<file path="config.mk">
export PLATFORM = sky130hd
export DESIGN_NAME = esc_fault_supervisor
export DESIGN_NICKNAME = d
export VERILOG_FILES = /design/src/rtl/esc_fault_supervisor.sv
export SDC_FILE = /design/constraint.sdc
export NUM_CORES = 1
export LEC_CHECK = 0
export CAP_MARGIN = 40
export CELL_PAD_IN_SITES_DETAIL_PLACEMENT = 1
export CELL_PAD_IN_SITES_GLOBAL_PLACEMENT = 2
export CORE_MARGIN = 5
export CORE_UTILIZATION = 31
export CTS_BUF_LIST = sky130_fd_sc_hd__clkbuf_4 sky130_fd_sc_hd__clkbuf_8
export DETAILED_ROUTE_END_ITERATION = 8
export PLACE_DENSITY_LB_ADDON = 0.1
export SYNTH_ARGS = -nofsm -noshare
export SYNTH_HDL_FRONTEND = slang
export SYNTH_SLANG_ARGS = --single-unit
</file>
<file path="constraint.sdc">
create_clock -name clk_ctrl -period 1.7 [get_ports clk_ctrl]
set_input_delay 0.255 -clock clk_ctrl [delete_from_list [all_inputs] [get_ports clk_ctrl]]
set_output_delay 0.255 -clock clk_ctrl [all_outputs]
set_load 0.01 [all_outputs]
</file>
<file path="src/rtl/esc_fault_supervisor.sv">
// Trip supervisor: per-channel sync + glitch filter + mask feeding an arm/run/fault sequencer.
// Optional macro ESC_FAULT_TIMESTAMP_EN adds a free-running cycle counter captured on first fault.

module esc_trip_filter #(
  parameter int FILT_CYC = 3
) (
  input  logic clk_ctrl,
  input  logic rst_ctrl,
  input  logic raw,
  input  logic mask,
  output logic qual
);
  localparam int CNT_W = (FILT_CYC < 1) ? 1 : $clog2(FILT_CYC + 1);

  (* ASYNC_REG = "TRUE" *) logic sync1;
  (* ASYNC_REG = "TRUE" *) logic sync2;
  logic [CNT_W-1:0] cnt;
  logic             act;

  assign act = sync2 && mask;

  always_ff @(posedge clk_ctrl or posedge rst_ctrl) begin
    if (rst_ctrl) begin
      sync1 <= 1'b0;
      sync2 <= 1'b0;
      cnt   <= '0;
    end else begin
      sync1 <= raw;
      sync2 <= sync1;
      if (!act)
        cnt <= '0;
      else if (cnt != CNT_W'(FILT_CYC))
        cnt <= cnt + CNT_W'(1);
    end
  end

  // Gating with act makes release immediate: a stale saturated count never qualifies.
  assign qual = act && (cnt == CNT_W'(FILT_CYC));
endmodule

module esc_fault_supervisor #(
  parameter int N_SRC    = 8,
  parameter int FILT_CYC = 3,
  parameter int ARM_DLY  = 16,
  parameter int IDX_W    = $clog2(N_SRC)
) (
  input  logic             clk_ctrl,
  input  logic             rst_ctrl,
  input  logic [N_SRC-1:0] trip_raw,
  input  logic [N_SRC-1:0] trip_mask,
  input  logic             sw_enable,
  input  logic             sw_clear_fault,
  output logic             run_en,
  output logic             fault_latched,
  output logic [N_SRC-1:0] fault_vec,
  output logic [IDX_W-1:0] first_idx,
  output logic             first_valid,
  output logic [1:0]       state,
  output logic [31:0]      fault_ts
);
  localparam int ARM_W = (ARM_DLY < 2) ? 1 : $clog2(ARM_DLY);

  typedef enum logic [1:0] {
    IDLE   = 2'd0,
    ARMING = 2'd1,
    RUN    = 2'd2,
    FAULT  = 2'd3
  } state_t;

  state_t           st;
  logic [N_SRC-1:0] qual;
  logic             trip_any;
  logic [IDX_W-1:0] first_nxt;
  logic [ARM_W-1:0] arm_cnt;
  logic             sw_en_q;
  logic             clr_ok;

  for (genvar gi = 0; gi < N_SRC; gi++) begin : g_ch
    esc_trip_filter #(.FILT_CYC(FILT_CYC)) u_filt (
      .clk_ctrl (clk_ctrl),
      .rst_ctrl (rst_ctrl),
      .raw      (trip_raw[gi]),
      .mask     (trip_mask[gi]),
      .qual     (qual[gi])
    );
  end

  assign trip_any = |qual;

  // Descending scan so the lowest qualifying index is the final assignment.
  always_comb begin
    first_nxt = '0;
    for (int i = N_SRC - 1; i >= 0; i--)
      if (qual[i]) first_nxt = IDX_W'(i);
  end

  assign clr_ok = (st == FAULT) && sw_clear_fault && !trip_any;

  always_ff @(posedge clk_ctrl or posedge rst_ctrl) begin
    if (rst_ctrl) begin
      st          <= IDLE;
      arm_cnt     <= '0;
      sw_en_q     <= 1'b0;
      fault_vec   <= '0;
      first_idx   <= '0;
      first_valid <= 1'b0;
    end else begin
      sw_en_q <= sw_enable;
      if (trip_any) begin
        // Trip capture wins over every other request, from any state.
        st        <= FAULT;
        arm_cnt   <= '0;
        fault_vec <= fault_vec | qual;
        if (!first_valid) begin
          first_valid <= 1'b1;
          first_idx   <= first_nxt;
        end
      end else begin
        case (st)
          IDLE:
            if (sw_enable && !sw_en_q) begin
              st      <= ARMING;
              arm_cnt <= '0;
            end
          ARMING:
            if (!sw_enable) begin
              st      <= IDLE;
              arm_cnt <= '0;
            end else if (arm_cnt == ARM_W'(ARM_DLY - 1)) begin
              st      <= RUN;
              arm_cnt <= '0;
            end else begin
              arm_cnt <= arm_cnt + ARM_W'(1);
            end
          RUN:
            if (!sw_enable) st <= IDLE;
          FAULT:
            if (clr_ok) begin
              st          <= IDLE;
              fault_vec   <= '0;
              first_valid <= 1'b0;
              first_idx   <= '0;
            end
          default: st <= IDLE;
        endcase
      end
    end
  end

`ifdef ESC_FAULT_TIMESTAMP_EN
  logic [31:0] ts_cnt;
  logic [31:0] fault_ts_q;

  always_ff @(posedge clk_ctrl or posedge rst_ctrl) begin
    if (rst_ctrl) begin
      ts_cnt     <= '0;
      fault_ts_q <= '0;
    end else begin
      ts_cnt <= ts_cnt + 32'd1;
      if (trip_any && !first_valid)
        fault_ts_q <= ts_cnt;
      else if (clr_ok)
        fault_ts_q <= '0;
    end
  end

  assign fault_ts = fault_ts_q;
`else
  assign fault_ts = '0;
`endif

  assign state         = st;
  assign fault_latched = (st == FAULT);
  assign run_en        = (st == RUN) && !trip_any;
endmodule

</file>
==> parameters.txt, run 1 <==
Parameter                              Value

Run status
  Run status ... complete, but fails checks
  Violations in the final reports ... negative setup slack

Worst setup path
  Combined buffer and inverter count along the critical path ... 1
  Depth of the worst register-to-register path ... 6
  Worst setup slack for register-to-register paths ... 0.10 ns
  Arrival time of the worst setup path ... 1.57 ns
  Cell Chain, Critical Path ... ha_2, nand3_2, and4_4, nand2_4, nor3b_2, buf_2
  Critical Path Slowest Stage Cell ... sky130_fd_sc_hd__dfrtp_1
  Crit path max fanout ... 2
  Critical path data required time ... between 1 and 1.5 ns
  Crit path launch type ... register
  Endpoint of the most critical register-to-register path ... first_idx[1]$_DFFE_PP0P_
  Setup CP Type ... reg2out
  Critical path endpoint category ... output port
  Dominant delay contributor by cell family on the critical path ... simple AND/OR/NAND/NOR gates
  Highest cell delay on the worst timing path ... 0.41 ns
  Worst reg2reg startpoint ... g_ch[6].u_filt.cnt[0]$_DFFE_PP0N_

CTS
  Clock transition time at the flip-flop clock pins of the worst setup and hold paths ... around 0.090 ns
  Num Clock Sinks ... 51
  Worst-Skew Late Latency ... 0.30 ns
  Root buffer cell ... sky130_fd_sc_hd__clkbuf_8
  Clock H-tree levels ... 2
  Number of buffers inserted during clock tree synthesis ... 5
  Maximum clock path buffer count ... 2
  CTS tree ... built

Job
  Count of maximum capacitance violations ... 0

Pwr
  Fraction of power consumed by the clock network ... around 24%
  Part of the total power dissipated in sequential elements ... between 40% and 50%
  Internal Dissipation ... approximately 2.2 mW
  Net switching power figure ... a little under 900 uW
  Worst ir drop on vdd ... 307 uV
  Power density cells ... 960 nW/um^2
  Combinational cell fraction of total power ... ~27%
  Power, Total ... roughly 3.0 mW
  Leakage power ... between 1.5 and 2 nW
  Fraction of power spent switching nets ... between 20% and 30%

Synthesis
  Average size of a mapped cell ... 11.7 sq um
  Summed instance area of the synthesized netlist ... 2390 sq um
  Top-count cell post-synth ... sky130_fd_sc_hd__dfrtp_1
  Share of async-settable or async-resettable flops after synthesis ... between 90% and 100%
  Post-synth EDFFs ... 0
  Dominant cell type by area after synthesis ... sky130_fd_sc_hd__dfrtp_1
  Top area cells in the synthesized netlist ... sky130_fd_sc_hd__dfrtp_1 53%, sky130_fd_sc_hd__buf_4 10%, sky130_fd_sc_hd__ha_1 4.7%
  Commonest cells in the synthesized netlist ... 51 x sky130_fd_sc_hd__dfrtp_1, 33 x sky130_fd_sc_hd__buf_4, 22 x sky130_fd_sc_hd__nor2_1
  Synth top area share ... 53.4%
  Count of unique library cells instantiated by Yosys ... 36
  Flip-flop and latch count after synthesis ... 51
  Post-Synthesis Cells ... 205
  Flip-flop cell with the highest count after synthesis ... sky130_fd_sc_hd__dfrtp_1
  Number of warnings reported in the yosys synthesis log ... 0
  Sequential fraction of the synthesis area ... a little over half

Final layout
  Layout Area Growth over Synthesis ... 32.5%
  Post-route insts no fill ... roughly 380
  Total Nets Final ... a little over 300
  ANT cells ... 0
  Share of the core filled with cells ... between 40% and 50%
  Fraction of layout cells with a size suffix above 1 ... between 20% and 30%
  Post-layout instance area ... approximately 3200 sq um

Die
  Starting utilization of the core area ... 31.4%
  Placeable core region ... roughly 7600 sq um
  Total Die Area ... ~9600 sq um
  Cell row count ... 32
  Count of pins on the block boundary ... just under 70
  Die Span Y ... 97.8 um
  Die outline width ... slightly below 100 um

Placement
  Port bufs ... 35
  DP Cell Count ... 367
  Placed wire-length estimate after detailed placement ... 3.64 mm
  Routability Congestion ... about 0.68
  Placed standard-cell area ... 2950 sq um

Global route
  Initial antenna violation count ... 0
  Maximum number of pins on one net before global-route repair ... between 50 and 60
  Final global-route overflow total ... 0
  First-pass GRT wire length ... ~8 mm
  Total routing usage reported by global routing ... 10.7%
  Via count of the first global-routing pass ... 1,714

Routing
  First-iteration detailed-routing DRC count ... 14
  Average detailed-routed wire length per instance ... roughly 13 um
  Residual antenna-violating net count after detailed routing ... 0
  Drt drc ... 0
  Drt pass-1 iters ... 4
  Wire length after detailed routing ... 4.88 mm
  Total number of vias ... 1,619
  Via-per-instance ratio ... approximately 4.2

STA
  Max Clock Freq ... about 550 MHz
  Final setup violation count ... 1
  Worst path setup slack after routing ... -0.127 ns
  Clock Skew ... 0.00718 ns
  Fin crit share ... 107%
  Final Critical Period ... 1.83 ns
  Final count of hold timing violations ... 0
  Slew Viols, Final ... 0
  Setup TNS after final layout ... -0.127 ns
  RSZ-0062 raised after global routing ... true

Min path
  Type of the most critical hold path ... in2async
how the worst max path moves through the flow:
stage	end	slack [ns]	cells past startpoint	startpoint
detailed placement	run_en	-0.50	6	trip_mask[3]
finish	run_en	-0.13	6	g_ch[6].u_filt.cnt[0]$_DFFE_PP0N_
global placement	run_en	-0.51	6	trip_mask[0]
global route	run_en	-0.23	6	g_ch[7].u_filt.cnt[1]$_DFFE_PP0N_
floorplan	run_en	0.03	5	g_ch[7].u_filt.cnt[0]$_DFFE_PP0N_
CTS	run_en	-0.16	6	g_ch[7].u_filt.cnt[1]$_DFFE_PP0N_
what timing repair did:
action / in CTS / in global routing
setup endpoints to repair: 2 / 3
resized for setup: 21 / 2
hold buffers: 0 / 0
pin swaps: 6 / 0
endpoints found under the hold margin: 0 / 0
setup buffers: 6 / 1
worst min-delay path, cell delays in order:
cell and delay [ns]:
sky130_fd_sc_hd__clkdlybuf4s50_1 0.41, sky130_fd_sc_hd__inv_2 0.07, sky130_fd_sc_hd__buf_12 0.26
placed cells by master (no fill, tap or decap), types with 4 or more instances in the layout:
cell type                         Yosys  layout
sky130_fd_sc_hd__o21ai_0              5       4
sky130_fd_sc_hd__o211ai_1             4       4
sky130_fd_sc_hd__nand2_1             10       9
sky130_fd_sc_hd__and3_1               4       4
sky130_fd_sc_hd__nand3_2              5       7
sky130_fd_sc_hd__clkdlybuf4s50_1      0      34
sky130_fd_sc_hd__xor2_1               8       8
sky130_fd_sc_hd__ha_2                 0       7
sky130_fd_sc_hd__dfrtp_1             51      49
sky130_fd_sc_hd__clkbuf_8             0       6
sky130_fd_sc_hd__buf_4               33      33
sky130_fd_sc_hd__conb_1               1      32
sky130_fd_sc_hd__nor2_1              22      22
sky130_fd_sc_hd__a21o_2               5       5
sky130_fd_sc_hd__mux2i_1              9       9
through the flow:
step                      hold slack (ns)  worst slack [ns]
after floorplan                     0.286            0.0276
after global placement              0.332            -0.514
after detailed placement            0.336            -0.505
after CTS                           0.304            -0.160
after global routing                0.320            -0.226
final                               0.298            -0.127
sequential cells by signal, summed over array words and instances, names as in the netlist:
register / cells
first_valid: 1
state: 2
g_ch.u_filt.sync2: 8
g_ch.u_filt.cnt: 16
arm_cnt: 4
g_ch.u_filt.sync1: 8
fault_vec: 8
sw_en_q: 1
first_idx: 3
final cells by class:
| cell class | instances | area [sq um] |
|---|---|---|
| clock buffer | 6 | 82.6 |
| fill | 832 | 4440 |
| sequential | 51 | 1280 |
| timing repair buffer | 69 | 613 |
| inverter | 4 | 15.0 |
| clock inverter | 2 | 16.3 |
| tap | 102 | 128 |
| multi-input combinational | 148 | 1030 |
metal layers:
metal  share of wire [%]  global-route usage (%)  up-vias  wire (um)
met5                   0                       0        -          0
met4                 1.1                    3.83        0         53
met3                 5.8                    3.07        4        284
met2                  50                    17.9       48       2440
met1                  43                    13.3      774       2100
li1                    -                       -      793          -
logic make-up (layout without fill, tap and decap cells):
logic type	Yosys count	after routing	synth area share [%]
compound gates	29	29	9.32
xor+xnor	8	8	2.93
fa+ha+maj	9	9	4.71
buf+inv	37	81	11.0
flops	51	51	53.4
mux	9	9	3.77
other cells	1	32	0.157
simple gates	61	61	14.7
power by group through the flow:
| stage | sequential, mW | clock (mW) | combinational, mW |
|---|---|---|---|
| final | 1.49 | 0.739 | 0.813 |
| after global routing | 1.51 | 0.835 | 0.897 |
| after CTS | 1.50 | 0.785 | 0.800 |
| after detailed placement | 1.52 | 0 | 0.794 |
| after global placement | 1.52 | 0 | 0.780 |
| after floorplan | 1.52 | 0 | 0.424 |
Power figures use the tool's default switching activity.
==> run 2: changes to the inputs <==
--- a/config.mk
+++ b/config.mk
@@ -8,7 +8,6 @@
 export CAP_MARGIN = 40
 export CELL_PAD_IN_SITES_DETAIL_PLACEMENT = 1
 export CELL_PAD_IN_SITES_GLOBAL_PLACEMENT = 2
-export CORE_MARGIN = 5
 export CORE_UTILIZATION = 31
 export CTS_BUF_LIST = sky130_fd_sc_hd__clkbuf_4 sky130_fd_sc_hd__clkbuf_8
 export DETAILED_ROUTE_END_ITERATION = 8
==> constraint.sdc (replaced) <==
create_clock -name clk_ctrl -period 1.7 [get_ports clk_ctrl]
set_input_delay 0.255 -clock clk_ctrl [delete_from_list [all_inputs] [get_ports clk_ctrl]]
set_output_delay 0.255 -clock clk_ctrl [all_outputs]
set_load 0.05 [all_outputs]
==> parameters.txt, run 2 (synthesis gave the netlist of run 1 again) <==
Parameter                              Value

Run status
  Run status ... complete, but fails checks
  Violations in the final reports ... negative setup slack

Pwr
  Fraction of power spent switching nets ... 36.6%
  Internal Dissipation ... about 2.3 mW
  Worst ir drop on vdd ... between 300 and 400 uV
  Leakage power ... between 1.5 and 2 nW
  Power density cells ... approximately 1100 nW/um^2
  Part of the total power dissipated in sequential elements ... roughly two fifths
  Net switching power figure ... between 1 and 1.5 mW
  Fraction of power consumed by the clock network ... between 20% and 30%
  Combinational cell fraction of total power ... between 30 and 40%

Placement
  Port bufs ... 35
  Placed wire-length estimate after detailed placement ... roughly 3.8 mm
  Placed standard-cell area ... roughly 3000 sq um
  Routability Congestion ... around 0.7

Final layout
  Number of flip-flops under the largest register name ... 16
  ANT cells ... 0
  Total of fill cells in the finished design ... approximately 820
  Total Nets Final ... 311
  FF+latch area ... about 1300 sq um
  Most frequent standard cell in the layout excluding fill and tap cells ... sky130_fd_sc_hd__dfrtp_1
  Register with the highest flop count ... g_ch.u_filt.cnt
  Layout Area Growth over Synthesis ... 37.5%
  Area occupied by multi-input gates ... 1120 sq um
  Fraction of layout cells with a size suffix above 1 ... between 30% and 40%
  Most frequent cells in the layout ... 51 x sky130_fd_sc_hd__dfrtp_1, 47 x sky130_fd_sc_hd__buf_4, 32 x sky130_fd_sc_hd__conb_1
  Post-layout instance area ... ~3300 sq um

Worst setup path
  Critical path endpoint category ... output port
  Cell Chain, Critical Path ... ha_4, nand3_2, and4_4, nand2_4, nor3b_4, buf_12
  Critical path data required time ... about 1.4 ns
  Arrival time of the worst setup path ... 1.66 ns
  Crit path max fanout ... 4
  Crit path launch type ... register
  Setup CP Type ... reg2out
  Highest cell delay on the worst timing path ... 0.42 ns
  Critical Path Slowest Stage Cell ... sky130_fd_sc_hd__dfrtp_1

Global route
  Final global-route overflow total ... 0
  First-pass GRT wire length ... roughly 8.3 mm
  Initial antenna violation count ... 0
  Via count of the first global-routing pass ... 1,719
  Total routing usage reported by global routing ... 13.0%
  Met3 track utilization from global routing ... 2.96%
  Busiest metal layer after global routing ... met2
  Met1 usage in global routing ... roughly 16%
  Maximum number of pins on one net before global-route repair ... 21
  Global routing usage on met2 ... between 20% and 30%

STA
  Max Clock Freq ... approximately 520 MHz
  Final Critical Period ... 1.92 ns
  Setup TNS after final layout ... -0.217 ns
  Clock Skew ... between 0.01 and 0.015 ns
  Final setup violation count ... 1
  Worst path setup slack after routing ... -0.217 ns
  Final count of hold timing violations ... 0
  RSZ-0062 raised after global routing ... true
  Fin crit share ... 113%
  Slew Viols, Final ... 0

CTS
  Num Clock Sinks ... between 50 and 60
  Worst-Skew Late Latency ... around 0.30 ns
  Clock transition time at the flip-flop clock pins of the worst setup and hold paths ... 0.09 ns
  Clock H-tree levels ... 2
  Maximum clock path buffer count ... 2
  Root buffer cell ... sky130_fd_sc_hd__clkbuf_8
  CTS tree ... built
  Number of buffers inserted during clock tree synthesis ... 5
  Count of hold-fix buffers inserted at cts ... 0

Routing
  Total number of vias ... between 1,500 and 2,000
  Average detailed-routed wire length per instance ... roughly 13 um
  Wire length after detailed routing ... 4.93 mm
  Drt drc ... 0
  Via-per-instance ratio ... around 4.4
  First-iteration detailed-routing DRC count ... 30
  Residual antenna-violating net count after detailed routing ... 0
  Drt pass-1 iters ... 3

Die
  Cell row count ... 31
  Total Die Area ... slightly above 8000 sq um
  Placeable core region ... around 7400 sq um
  Die Span Y ... between 80 and 90 um
  Count of pins on the block boundary ... roughly 70
  Die outline width ... 89.8 um
  Starting utilization of the core area ... about a third

Job
  Count of maximum capacitance violations ... 0

Min path
  Type of the most critical hold path ... in2async
[run 2: cell types whose count changed in the layout (fill, tap and decap cells not counted), moves of 3 or more]
| cell | delta |
|---|---|
| sky130_fd_sc_hd__buf_12 | +4 |
| sky130_fd_sc_hd__buf_4 | +14 |
| sky130_fd_sc_hd__clkdlybuf4s50_1 | -15 |
| sky130_fd_sc_hd__ha_2 | -5 |
| sky130_fd_sc_hd__ha_4 | +5 |
| sky130_fd_sc_hd__nand3_4 | +3 |
[run 2: area by class of cell]
cell class                      instances  area share (%)
Sequential cell                        51            38.8
Tap cell                               99            3.77
Clock buffer                            6            2.32
Clock inverter                          1           0.914
Inverter                                4           0.457
Timing Repair Buffer                   71            19.6
Multi-Input combinational cell        149            34.1
[run 2: what timing repair did]
action                                  4_1_cts  5_1_grt
buffers inserted                             12        3
gates cloned                                  0        1
pin swaps                                     8        5
endpoints found under the setup margin        1       10
gates resized for setup                       4        2
[run 2: power by group through the flow]
| stage | registers [mW] | clock network [mW] | logic, mW |
|---|---|---|---|
| detailed placement | 1.55 | 0 | 1.30 |
| global placement | 1.55 | 0 | 1.29 |
| finish | 1.52 | 0.821 | 1.31 |
| CTS | 1.52 | 0.851 | 1.32 |
| floorplan | 1.79 | 0 | 0.625 |
| global route | 1.55 | 0.913 | 1.39 |
[run 2: routing by layer]
layer,vias up,wire length (um)
met5,-,0
met4,0,70
met1,814,2200
met3,6,189
li1,799,-
met2,42,2470
[run 2: final timing paths]
| kind | from | slack, ns | cells past startpoint | endpoint |
|---|---|---|---|---|
| min in group clk_ctrl | g_ch[0].u_filt.sync1$_DFF_PP0_ | 0.35 | 0 | g_ch[0].u_filt.sync2$_DFF_PP0_ |
| max in group asynchronous | rst_ctrl | 1.00 | 3 | fault_vec[3]$_DFFE_PP0P_ |
| hold / removal | rst_ctrl | 0.26 | 2 | arm_cnt[2]$_DFFE_PP0P_ |
| hold reg to reg | g_ch[0].u_filt.sync1$_DFF_PP0_ | 0.35 | 0 | g_ch[0].u_filt.sync2$_DFF_PP0_ |
| setup / recovery | g_ch[1].u_filt.cnt[1]$_DFFE_PP0N_ | -0.22 | 6 | run_en |
| setup reg to reg | g_ch[1].u_filt.cnt[1]$_DFFE_PP0N_ | 0.05 | 7 | fault_vec[4]$_DFFE_PP0P_ |
[run 2: critical path: cells and delay by family (launching register included)]
kind | cells | cell delay (ns)
AND/OR/NAND/NOR | 4 | 0.59
flip-flops | 1 | 0.42
adder cells (fa/ha/maj) | 1 | 0.19
buffers and inverters | 1 | 0.16
[run 2: through the flow]
| stage | hold slack (ns) | setup slack (ns) | utilization, % | instances | total power, mW |
|---|---|---|---|---|---|
| after floorplan | 0.286 | -0.0509 | - | 236 | 2.42 |
| after global placement | 0.333 | -0.106 | 41.0 | 359 | 2.83 |
| after detailed placement | 0.336 | -0.112 | 41.0 | 359 | 2.84 |
| after CTS | 0.269 | -0.234 | 44.0 | 378 | 3.69 |
| after global routing | 0.294 | -0.295 | 44.6 | 381 | 3.85 |
| final | 0.258 | -0.217 | 44.6 | 381 | 3.65 |
==> run 3: changes to the inputs <==
==> constraint.sdc (replaced) <==
create_clock -name clk_ctrl -period 1.7 [get_ports clk_ctrl]
set_input_delay 0.255 -clock clk_ctrl [delete_from_list [all_inputs] [get_ports clk_ctrl]]
set_output_delay 0.255 -clock clk_ctrl [all_outputs]
set_load 0.1 [all_outputs]
==> parameters.txt, run 3 (synthesis gave the netlist of run 1 again) <==
Parameter                              Value

Final layout
  Post-layout instance area ... 3420 sq um
  Fraction of layout cells with a size suffix above 1 ... around 34%
  Total Nets Final ... approximately 310
  Total of fill cells in the finished design ... between 700 and 800
  ANT cells ... 0
  Layout Area Growth over Synthesis ... 43.2%
  Number of flip-flops under the largest register name ... 16
  Most frequent standard cell in the layout excluding fill and tap cells ... sky130_fd_sc_hd__dfrtp_1
  Most frequent cells in the layout ... 49 x sky130_fd_sc_hd__dfrtp_1, 32 x sky130_fd_sc_hd__conb_1, 32 x sky130_fd_sc_hd__buf_4
  Register with the highest flop count ... g_ch.u_filt.cnt

STA
  Final setup violation count ... 1
  Final Critical Period ... 1.97 ns
  Max Clock Freq ... between 500 and 600 MHz
  RSZ-0062 raised after global routing ... true
  Hold_ws ... between 0.3 and 0.4 ns
  Clock Skew ... just over 0.007 ns
  Setup TNS after final layout ... -0.270 ns
  Slew Viols, Final ... 0
  Fin crit share ... 116%
  Worst path setup slack after routing ... -0.270 ns
  Final count of hold timing violations ... 0

Die
  Cell row count ... 31
  Placeable core region ... between 7000 and 8000 sq um
  Starting utilization of the core area ... around 32%
  Die Span Y ... about 90 um
  Total Die Area ... 8060 sq um
  Die outline width ... about 90 um
  Count of pins on the block boundary ... 68

Run status
  Violations in the final reports ... negative setup slack
  Run status ... complete, but fails checks

Placement
  Routability Congestion ... approximately 0.7
  Placed wire-length estimate after detailed placement ... roughly 3.5 mm
  Placed standard-cell area ... about 3100 sq um
  Setup Slack @ Placement ... -0.158 ns
  Port bufs ... 35

Worst setup path
  Worst Setup SP ... g_ch[1].u_filt.cnt[0]$_DFFE_PP0N_
  Depth of the worst register-to-register path ... 6
  Critical path endpoint category ... output port
  Arrival time of the worst setup path ... 1.72 ns
  Crit path launch type ... register
  Worst setup slack for register-to-register paths ... 0.10 ns
  Crit path to ... run_en
  Setup CP Type ... reg2out
  Endpoint of the most critical register-to-register path ... first_idx[0]$_DFFE_PP0P_
  Critical Path Slowest Stage Cell ... sky130_fd_sc_hd__dfrtp_1
  Highest cell delay on the worst timing path ... between 0.4 and 0.5 ns
  Cell Chain, Critical Path ... ha_4, nand3_2, and4_4, nand2_4, nor3b_4, buf_12
  Worst reg2reg startpoint ... g_ch[4].u_filt.cnt[0]$_DFFE_PP0N_
  Crit path max fanout ... 2
  Critical path data required time ... approximately 1.4 ns

CTS
  Count of hold-fix buffers inserted at cts ... 0
  Root buffer cell ... sky130_fd_sc_hd__clkbuf_8
  Clock H-tree levels ... 2
  Maximum clock path buffer count ... 2
  Clock transition time at the flip-flop clock pins of the worst setup and hold paths ... around 0.1 ns
  Worst-Skew Late Latency ... roughly 0.3 ns
  Num Clock Sinks ... 51
  CTS tree ... built
  Number of buffers inserted during clock tree synthesis ... 5

Routing
  Drt drc ... 0
  Average detailed-routed wire length per instance ... roughly 12 um
  Via-per-instance ratio ... approximately 4.4
  Residual antenna-violating net count after detailed routing ... 0
  Total number of vias ... about 1,600
  Drt pass-1 iters ... 4
  First-iteration detailed-routing DRC count ... 66
  Wire length after detailed routing ... 4.72 mm

Global route
  Initial antenna violation count ... 0
  Total routing usage reported by global routing ... approximately an eighth
  Maximum number of pins on one net before global-route repair ... between 50 and 60
  Via count of the first global-routing pass ... 1,736
  First-pass GRT wire length ... ~8.1 mm
  Final global-route overflow total ... 0

Pwr
  Leakage power ... 1.63 nW
  Power density cells ... around 1300 nW/um^2
  Worst ir drop on vdd ... 552 uV

Min path
  Type of the most critical hold path ... in2async

Job
  Count of maximum capacitance violations ... 0
## run 3: per-layer routing
| metal | vias up | GRT usage [%] | wire [um] |
|---|---|---|---|
| met4 | 0 | 3.69 | 52 |
| met3 | 4 | 2.96 | 165 |
| met5 | - | 0 | 0 |
| li1 | 789 | - | - |
| met1 | 810 | 15.7 | 2060 |
| met2 | 43 | 21.9 | 2450 |
## run 3: worst min-delay path by stage
stage | slack [ns] | start | end | cells after the start
after CTS | 0.32 | rst_ctrl | g_ch[5].u_filt.sync1$_DFF_PP0_ | 3
after detailed placement | 0.34 | g_ch[1].u_filt.sync1$_DFF_PP0_ | g_ch[1].u_filt.sync2$_DFF_PP0_ | 0
after global routing | 0.36 | rst_ctrl | g_ch[5].u_filt.sync1$_DFF_PP0_ | 3
final | 0.30 | rst_ctrl | g_ch[5].u_filt.sync1$_DFF_PP0_ | 3
after global placement | 0.33 | g_ch[3].u_filt.sync1$_DFF_PP0_ | g_ch[3].u_filt.sync2$_DFF_PP0_ | 0
after floorplan | 0.29 | trip_raw[0] | g_ch[0].u_filt.sync1$_DFF_PP0_ | 0
## run 3: through the flow
| step | power (mW) | std cells | util, % |
|---|---|---|---|
| 6_report | 4.48 | 378 | 46.4 |
| 5_1_grt | 4.68 | 378 | 46.4 |
| 4_1_cts | 4.53 | 374 | 45.8 |
| 3_5_place_dp | 3.62 | 354 | 42.6 |
| 3_3_place_gp | 3.59 | 354 | 42.6 |
| 2_1_floorplan | 2.98 | 236 | - |
## run 3: repair_timing
action                     4_1_cts  5_1_grt
resized for setup                4        2
setup endpoints to repair        1        3
buffers inserted                12        4
pin swaps                        9       10
## run 3: cell type report
class	instances	area (sq um)	share of cell area [%]
clock inverter	2	38.8	1.13
multi-input combinational	148	1110	32.5
sequential	51	1280	37.4
inverter	4	15.0	0.439
timing repair buffer	68	771	22.5
tap	99	124	3.62
clock buffer	6	82.6	2.41
## run 3: report_power, final
part	internal (mW)	switching (mW)	leakage (nW)
registers	1.37	0.210	0.653
clock network	0.485	0.402	0.0618
logic	0.672	1.35	0.918
total	2.52	1.96	1.63
## run 3: critical path: cells and delay by family, from the launching register on
kind / cells / cell delay, ns
and+or+nand+nor: 4 / 0.60
DFF: 1 / 0.43
buffers and inverters: 1 / 0.20
adders and majority gates: 1 / 0.18
